## config.mk

```make
export PLATFORM = sky130hd
export DESIGN_NAME = stepper_move_sched
export DESIGN_NICKNAME = d
export VERILOG_FILES = /design/src/rtl/stepper_move_sched.sv
export SDC_FILE = /design/constraint.sdc
export NUM_CORES = 1
export LEC_CHECK = 0
export ABC_AREA = 0
export ABC_CLOCK_PERIOD_IN_PS = 2100
export CAP_MARGIN = 30
export CORE_ASPECT_RATIO = 1.75
export CORE_MARGIN = 2
export CORE_UTILIZATION = 30
export CTS_BUF_LIST = sky130_fd_sc_hd__clkbuf_4 sky130_fd_sc_hd__clkbuf_8 sky130_fd_sc_hd__clkbuf_16
export DETAILED_ROUTE_END_ITERATION = 10
export PLACE_DENSITY = 0.51
export SLEW_MARGIN = 15
export SYNTH_ARGS = -nofsm -noshare
export SYNTH_HDL_FRONTEND = slang
export SYNTH_SLANG_ARGS = --single-unit
export TNS_END_PERCENT = 100
```

## constraint.sdc

```tcl
create_clock -name CLOCK_50 -period 2.1 [get_ports CLOCK_50]
set_input_delay 0.42 -clock CLOCK_50 [delete_from_list [all_inputs] [get_ports CLOCK_50]]
set_output_delay 0.42 -clock CLOCK_50 [all_outputs]
set_load 0.02 [all_outputs]
```

## src/rtl/stepper_move_sched.sv

```systemverilog
// Motion scheduler for an A4988 stepper driver: arbitrates two move requesters and
// sequences DIR/STEP with setup, pulse-width and period timing.
module stepper_move_sched #(
   parameter int STEPS_W         = 16,
   parameter int DIR_SETUP_CYC   = 25,
   parameter int STEP_HIGH_CYC   = 100,
   parameter int STEP_PERIOD_CYC = 50000
) (
   input  logic               CLOCK_50,
   input  logic               reset,
   input  logic               req0,
   input  logic               dir0,
   input  logic [STEPS_W-1:0] steps0,
   output logic               ack0,
   input  logic               req1,
   input  logic               dir1,
   input  logic [STEPS_W-1:0] steps1,
   output logic               ack1,
   input  logic               abort,
   output logic               dir,
   output logic               step,
   output logic               busy,
   output logic               done,
   output logic               aborted,
   output logic               owner,
   output logic [STEPS_W-1:0] steps_left
);

   localparam int CNT_MAX = (DIR_SETUP_CYC > STEP_PERIOD_CYC) ? DIR_SETUP_CYC : STEP_PERIOD_CYC;
   localparam int CNT_W   = $clog2(CNT_MAX + 1);
   localparam logic [CNT_W-1:0] SETUP_LD = CNT_W'(DIR_SETUP_CYC - 1);
   localparam logic [CNT_W-1:0] HIGH_LD  = CNT_W'(STEP_HIGH_CYC - 1);
   localparam logic [CNT_W-1:0] LOW_LD   = CNT_W'(STEP_PERIOD_CYC - STEP_HIGH_CYC - 1);

   typedef enum logic [2:0] {
      S_IDLE  = 3'd0,
      S_SETUP = 3'd1,
      S_HIGH  = 3'd2,
      S_LOW   = 3'd3,
      S_DONE  = 3'd4
   } state_t;

   state_t             state_q, state_d;
   logic [CNT_W-1:0]   cnt_q, cnt_d;
   logic [STEPS_W-1:0] steps_left_q, steps_left_d;
   logic               dir_q, dir_d;
   logic               owner_q, owner_d;
   logic               rr_q, rr_d;
   logic               abort_pend_q, abort_pend_d;
   logic               ack0_q, ack0_d;
   logic               ack1_q, ack1_d;
   logic               aborted_q, aborted_d;
   logic               step_q, step_d;
   logic               busy_q, busy_d;
   logic               done_q, done_d;
   logic               pick1_s;
   logic [STEPS_W-1:0] steps_dec_s;

   // Next-state, counter reload and registered-output decode.
   always_comb begin
      state_d      = state_q;
      cnt_d        = cnt_q;
      steps_left_d = steps_left_q;
      dir_d        = dir_q;
      owner_d      = owner_q;
      rr_d         = rr_q;
      abort_pend_d = abort_pend_q;
      ack0_d       = 1'b0;
      ack1_d       = 1'b0;
      aborted_d    = 1'b0;
      pick1_s      = 1'b0;
      steps_dec_s  = (steps_left_q != {STEPS_W{1'b0}}) ? (steps_left_q - {{(STEPS_W-1){1'b0}}, 1'b1})
                                                       : steps_left_q;
      case (state_q)
         S_IDLE: begin
            abort_pend_d = 1'b0;
            // rr_q names the requester that wins when both ask at once.
            pick1_s      = req1 & (~req0 | rr_q);
            if (req0 | req1) begin
               ack0_d       = ~pick1_s;
               ack1_d       = pick1_s;
               owner_d      = pick1_s;
               rr_d         = ~pick1_s;
               dir_d        = pick1_s ? dir1 : dir0;
               steps_left_d = pick1_s ? steps1 : steps0;
               cnt_d        = SETUP_LD;
               state_d      = S_SETUP;
            end else begin
               state_d = S_IDLE;
            end
         end
         S_SETUP: begin
            if (abort) begin
               aborted_d = 1'b1;
               state_d   = S_DONE;
            end else if (steps_left_q == {STEPS_W{1'b0}}) begin
               state_d = S_DONE;
            end else if (cnt_q == {CNT_W{1'b0}}) begin
               cnt_d   = HIGH_LD;
               state_d = S_HIGH;
            end else begin
               cnt_d = cnt_q - {{(CNT_W-1){1'b0}}, 1'b1};
            end
         end
         S_HIGH: begin
            // An abort seen mid-pulse is remembered so the pulse still completes.
            abort_pend_d = abort_pend_q | abort;
            if (cnt_q == {CNT_W{1'b0}}) begin
               steps_left_d = steps_dec_s;
               if (abort_pend_q | abort) begin
                  aborted_d = 1'b1;
                  state_d   = S_DONE;
               end else begin
                  cnt_d   = LOW_LD;
                  state_d = S_LOW;
               end
            end else begin
               cnt_d = cnt_q - {{(CNT_W-1){1'b0}}, 1'b1};
            end
         end
         S_LOW: begin
            if (abort) begin
               aborted_d = 1'b1;
               state_d   = S_DONE;
            end else if (cnt_q == {CNT_W{1'b0}}) begin
               if (steps_left_q == {STEPS_W{1'b0}}) begin
                  state_d = S_DONE;
               end else begin
                  cnt_d   = HIGH_LD;
                  state_d = S_HIGH;
               end
            end else begin
               cnt_d = cnt_q - {{(CNT_W-1){1'b0}}, 1'b1};
            end
         end
         S_DONE: begin
            state_d = S_IDLE;
         end
         default: begin
            state_d = S_IDLE;
         end
      endcase
      step_d = (state_d == S_HIGH);
      busy_d = (state_d != S_IDLE);
      done_d = (state_d == S_DONE);
   end

   // State and output registers; reset clears STEP immediately.
   always_ff @(posedge CLOCK_50 or posedge reset) begin
      if (reset) begin
         state_q      <= S_IDLE;
         cnt_q        <= {CNT_W{1'b0}};
         steps_left_q <= {STEPS_W{1'b0}};
         dir_q        <= 1'b0;
         owner_q      <= 1'b0;
         rr_q         <= 1'b0;
         abort_pend_q <= 1'b0;
         ack0_q       <= 1'b0;
         ack1_q       <= 1'b0;
         aborted_q    <= 1'b0;
         step_q       <= 1'b0;
         busy_q       <= 1'b0;
         done_q       <= 1'b0;
      end else begin
         state_q      <= state_d;
         cnt_q        <= cnt_d;
         steps_left_q <= steps_left_d;
         dir_q        <= dir_d;
         owner_q      <= owner_d;
         rr_q         <= rr_d;
         abort_pend_q <= abort_pend_d;
         ack0_q       <= ack0_d;
         ack1_q       <= ack1_d;
         aborted_q    <= aborted_d;
         step_q       <= step_d;
         busy_q       <= busy_d;
         done_q       <= done_d;
      end
   end

   assign ack0       = ack0_q;
   assign ack1       = ack1_q;
   assign dir        = dir_q;
   assign step       = step_q;
   assign busy       = busy_q;
   assign done       = done_q;
   assign aborted    = aborted_q;
   assign owner      = owner_q;
   assign steps_left = steps_left_q;

endmodule

```

### Yosys cells after proc, flatten, opt, wreduce, memory -nomap -nowiden

Index checks and enable logic that the tools add are counted.

* reduce and logical (&&, ||, !) cells: 11
* bitwise gates (word level): 6
* eq/ne operators: 13
* mux-type cells: 35
* add/subtract/negate cells: 2

Operator list (count)
* 16-bit two-way mux: 13
* 16-bit one-hot mux with 4 select lines: 1
* 16-bit logical NOT: 2
* 16-bit one-hot mux with 2 select lines: 1
* 16-bit by 1-bit subtractor with 16-bit output (second input constant): 2
* 3-bit two-way mux: 8
* 16-bit nonzero test: 1
* 2-bit inequality test (second input constant): 6
* 3-bit one-hot mux with 4 select lines: 1
* 3-bit by 2-bit equality test with 1-bit output (second input constant): 3
* 1-bit two-way mux: 9
* 7-bit AND reduction: 1
* 3-bit inequality test (second input constant): 2
* 1-bit one-hot mux with 2 select lines: 2
* 4-bit AND reduction: 1
* 4-bit nonzero test: 1
* 3-bit by 1-bit equality test with 1-bit output (second input constant): 1
* 3-bit equality test (second input constant): 1
* 3-bit logical NOT: 1
* 1-bit OR: 3
* 3-bit nonzero test: 1
* 1-bit NOT: 2
* 2-bit AND reduction: 1
* 2-bit nonzero test: 1
* 2 further kinds: 2

* flip-flop bits (word level): 45
* input bits: 39

### Depth between registers and ports, before layout

Gate-level depths: netlist (run 1).

* word-level depth: 6
* depth in mapped cells: 9
* depth with buffers taken out: 7

### Worst setup path before layout (run 1)

No wires, ideal clock.

* kind: register -> register
* from: register steps_left_q[0] (netlist: steps_left[0])
* to: register cnt_q[0]
* library setup time: 0.125 ns
* period minus slack after synthesis: 2.283 ns
* path slack: -0.183 ns
* data required time: 1.975 ns
* arrival: 2.158 ns
* path buffers: 1
* stages on the path, launching flop included: 9
* cells stage by stage: dfrtp_1 > inv_1 > ha_1 > nor3b_2 > nand4b_2 > a2111oi_4 > buf_6 > nor2_4 > mux2_4

* longest elaborated chain between the ends: 3
* elaborated cells between the ends (all ways): 4
* classes of those cells: eq/ne: 2; reduce/logical: 2

RTL lines
* start, declared: line 45 `logic [STEPS_W-1:0] steps_left_q, steps_left_d;`
* start signal, assigned: line 153 `steps_left_q <= {STEPS_W{1'b0}};`
* start signal, assigned: line 167 `steps_left_q <= steps_left_d;`
* 16-bit logical NOT *: line 96, 126
* 3-bit inequality test (no line) or 2-bit inequality test (tied branches)
* 7-bit AND reduction (no line) *
* end signal, assigned: line 152 `cnt_q <= {CNT_W{1'b0}};`
* end signal, assigned: line 166 `cnt_q <= cnt_d;`
* end, declared: line 44 `logic [CNT_W-1:0] cnt_q, cnt_d;`

Mark *: on every way between the ends. The rest lies on a longest branch, timed or not.
A chain may end at the register's enable or synchronous reset.

### Final worst setup path (run 1)

* from: register cnt_q[2]
* to: register cnt_q[13]

* longest elaborated chain between the ends: 5
* elaborated cells between the ends (all ways): 12
* classes of those cells: add/sub: 1; eq/ne: 2; mux: 7; reduce/logical: 2

RTL lines
* 16-bit by 1-bit subtractor with 16-bit output or 16-bit logical NOT (tied branches)
* 16-bit two-way mux: line 98 `end else if (cnt_q == {CNT_W{1'b0}}) begin`
* 16-bit two-way mux: line 96 `end else if (steps_left_q == {STEPS_W{1'b0}}) begin`
* 16-bit two-way mux: line 93 `if (abort) begin`
* 16-bit one-hot mux with 4 select lines: line 74 `case (state_q)`

Several ways; a longest one is shown, not always the timed one. The select of a mux whose other input is x is not followed.

==> metrics.txt, run 1 <==
Iteration-0 DRC Markers=92; GRT Overall Usage=18.3%; count of endpoints failing setup in the final report=0; number of antenna violations at the first check in global routing=0; sum of net half-perimeters after detailed placement=7.14 mm; synthesized-area fraction occupied by ao, oa, aoi and oai cells=25.6%; total leakage power=1.95 nW; arithmetic-cell share of the synthesized area counting full adders, half adders and majority gates=0.858%; portion of total power attributed to sequential cells=26.6%; cell count after synthesis=304; maximum fanout along the worst path=6; Row Count=47; arrival time at the worst endpoint=2.24 ns; die area=0.0106 mm^2; tightest slew margin relative to the limit=71.5%; Initial Util=30.8%; Clock Path Buffers=2; first-pass GRT wire length=15.0 mm; Clk network pwr share=15.3%; Num CTS Buffers=5; worst setup slack after layout=0.0879 ns; main combinational cell family by area after synthesis=compound AO/OA/AOI/OAI gates; via count of the first global-routing pass=3128; leading cell type in the layout, fill and taps excluded=sky130_fd_sc_hd__buf_4; pin count of the biggest net entering global routing=29; period utilisation layout=95.8%; mean instance size in the synthesized netlist=9.60 um^2; area of all placed cells without fillers=0.00454 mm^2; class of the most critical hold timing path=in -> async; Layout Utilization=48.0%; area of the mapped netlist=0.00292 mm^2; proportion of power drawn by combinational gates=58.0%; total area of sequential cells=0.00113 mm^2; area occupied by multi-input gates=0.00179 mm^2; proportion of layout cells with a drive suffix above 1=31.6%; H-tree depth reported by CTS=2; result of the run=complete, no violations; placeable core region=0.00947 mm^2; WHS=0.439 ns; clk_skew=0.00907 ns; sum of negative setup slack=0 ns; placed cell areas=0.00425 mm^2; number of synthesized flops with an enable pin=0; #FFs+latches synth=45; number of max-capacitance violations reported=0; Synth Area in XOR/XNOR=0%; Mapped Nets=345; dominant register cell in the synthesized netlist=sky130_fd_sc_hd__dfrtp_1; synthesized-area fraction occupied by and/or/nand/nor cells=23.0%; largest voltage drop on the vdd net=0.688 mV; Remaining Overflow, GRT=0; wire length per cell after detailed routing=16.7 um; number of warnings issued by yosys=0; global placement routability congestion=0.864; total of fill cells in the finished design=931; # port buffers=62; Die X-Extent=78.6 um; P&R area growth vs syn=55.6%; Via density=5.44; library cell used as clock root buffer=sky130_fd_sc_hd__clkbuf_16; transition at the pin with the smallest max-transition slack=0.426 ns; routed wire length=9.34 mm; non-filler instance count after layout=559; clock tree from TritonCTS=yes; post-layout min period=2.01 ns; final-report hold violation count=0; number of top-level pins=63; internal power consumption=3.15 mW; clock transition at the registers of the reported paths=0.07 ns; overall power of the completed layout=5.34 mW; sequential element share of the synthesized area=38.6%; required time at the worst-slack endpoint=2.33 ns; worst setup path category=reg -> reg; power per unit of standard cell area=1180 mW/mm^2; kind of end point of the critical path=flip-flop; antenna viol nets, final=0; maximum clock rate=497 MHz; 1st-pass router iterations=4; Inserted Diodes=0; max-slew violations=0; net switching power=2.20 mW; dpl cells=544; Final nets=477; startpoint types=flip-flop; mux contribution to synthesized area=7.59%; number of sinks driven by the clock tree=45; number of distinct library cells after synthesis=61; share of async-settable or async-resettable flops after synthesis=100%; commonest cells after routing, fill and taps aside=sky130_fd_sc_hd__buf_4, sky130_fd_sc_hd__clkdlybuf4s50_1, sky130_fd_sc_hd__dfrtp_1, sky130_fd_sc_hd__nor2_1, sky130_fd_sc_hd__a21oi_1; Hold Buf Count CTS=0; number of vias after detailed routing=3041; die boundary height=134 um; DRC viols=0; worst slack at placement=-0.239 ns; Worst-Skew Late Latency=0.30 ns; switching part of the total power=41.1%
## cells by family (layout without fill, tap and decap cells)
family,count (synthesis),count (layout)
flops,45,45
simple gates,111,111
buf+inv,26,159
compound gates,100,100
mux,20,20
fa+ha+maj,2,2
## flip-flops by register name (all words and copies together) (netlist names)
name and flops:
abort_pend_q 1, aborted 1, ack0 1, ack1 1, busy 1, cnt_q 16
dir 1, done 1, owner 1, rr_q 1, state_q 3, step 1
steps_left 16
## worst max-delay path, cell delays in order (launching register included)
cell	delay, ns
sky130_fd_sc_hd__dfrtp_1	0.41
sky130_fd_sc_hd__nor4_4	0.26
sky130_fd_sc_hd__buf_4	0.19
sky130_fd_sc_hd__nand3_1	0.28
sky130_fd_sc_hd__nor3_1	0.33
sky130_fd_sc_hd__nor4b_1	0.30
sky130_fd_sc_hd__o22a_1	0.18
## path summary, 6_finish.rpt
check                         start              to  slack (ns)  depth (start not counted)
min in group CLOCK_50         owner           owner        0.48                          1
max                        cnt_q[2]       cnt_q[13]        0.09                          6
max reg2reg                cnt_q[2]       cnt_q[13]        0.09                          6
max in group asynchronous     reset       cnt_q[13]        1.14                          3
min reg2reg                   owner           owner        0.48                          1
min                           reset  steps_left[11]        0.44                          2
## power groups by stage
stage / Clock, mW / Sequential [mW] / Combinational [mW]
after floorplan: 0 / 1.73 / 1.34
after global placement: 0 / 1.43 / 2.99
after detailed placement: 0 / 1.43 / 3.00
after CTS: 0.840 / 1.42 / 3.05
after global routing: 0.864 / 1.47 / 3.34
final: 0.819 / 1.42 / 3.10
## per-layer routing
metal / vias up / share of wire, % / wire length (um) / GRT usage [%]
met1: 1481 / 37 / 3440 / 18.4
met5: - / 0 / 0 / 0
li1: 1445 / - / - / -
met4: 0 / 4.2 / 393 / 8.97
met2: 90 / 56 / 5220 / 35.4
met3: 25 / 3.1 / 291 / 3.21
## synthesized netlist by cell type, drive strengths merged, types with 4 or more instances
cell type | instances | area share, %
a21oi | 22 | 3.8
a22oi | 8 | 2.1
a31oi | 4 | 0.86
buf | 8 | 2.0
clkbuf | 8 | 1.0
dfrtp | 45 | 39
inv | 10 | 1.3
mux2 | 11 | 4.5
mux2i | 9 | 3.1
nand2 | 18 | 2.3
nand3 | 7 | 1.2
nor2 | 28 | 3.9
nor3 | 14 | 2.4
nor3b | 5 | 1.6
nor4 | 7 | 3.0
o21ai | 11 | 1.9
o221ai | 4 | 1.2
o22a | 11 | 3.3
o31ai | 7 | 1.8
o41ai | 4 | 1.2
or2 | 5 | 1.1
or3 | 5 | 1.1
or4 | 4 | 1.0
## timing repair
item,4_1_cts,5_1_grt
setup buffers,1,6
resized for setup,13,13
setup endpoints to repair,22,27
cloned,0,0
pin swaps,2,8
## layout make-up
class                      count  share of cell area [%]
sequential                    45                    24.9
clock buffer                   5                    2.76
clock inverter                 3                   0.468
timing repair buffer         141                    28.2
multi-input combinational    233                    39.5
tap                          122                    3.36
inverter                      10                   0.827
Note: power is estimated with default switching activity, not from simulation.
==> run 2, diff against run 1 <==
--- a/config.mk
+++ b/config.mk
@@ -6,12 +6,12 @@
 export NUM_CORES = 1
 export LEC_CHECK = 0
 export ABC_AREA = 0
-export ABC_CLOCK_PERIOD_IN_PS = 2100
 export CAP_MARGIN = 30
 export CORE_ASPECT_RATIO = 1.75
 export CORE_MARGIN = 2
 export CORE_UTILIZATION = 30
 export CTS_BUF_LIST = sky130_fd_sc_hd__clkbuf_4 sky130_fd_sc_hd__clkbuf_8 sky130_fd_sc_hd__clkbuf_16
+export CTS_CLUSTER_SIZE = 14
 export DETAILED_ROUTE_END_ITERATION = 10
 export PLACE_DENSITY = 0.51
 export SLEW_MARGIN = 15
==> results of run 2 <==
Same layout as run 1: the final DEF is identical, and so are final timing and power.
==> run 3, diff against run 2 <==
--- a/config.mk
+++ b/config.mk
@@ -14,7 +14,6 @@
 export CTS_CLUSTER_SIZE = 14
 export DETAILED_ROUTE_END_ITERATION = 10
 export PLACE_DENSITY = 0.51
-export SLEW_MARGIN = 15
 export SYNTH_ARGS = -nofsm -noshare
 export SYNTH_HDL_FRONTEND = slang
 export SYNTH_SLANG_ARGS = --single-unit
==> results of run 3 <==
Same layout as run 1: the final DEF is identical, and so are final timing and power.
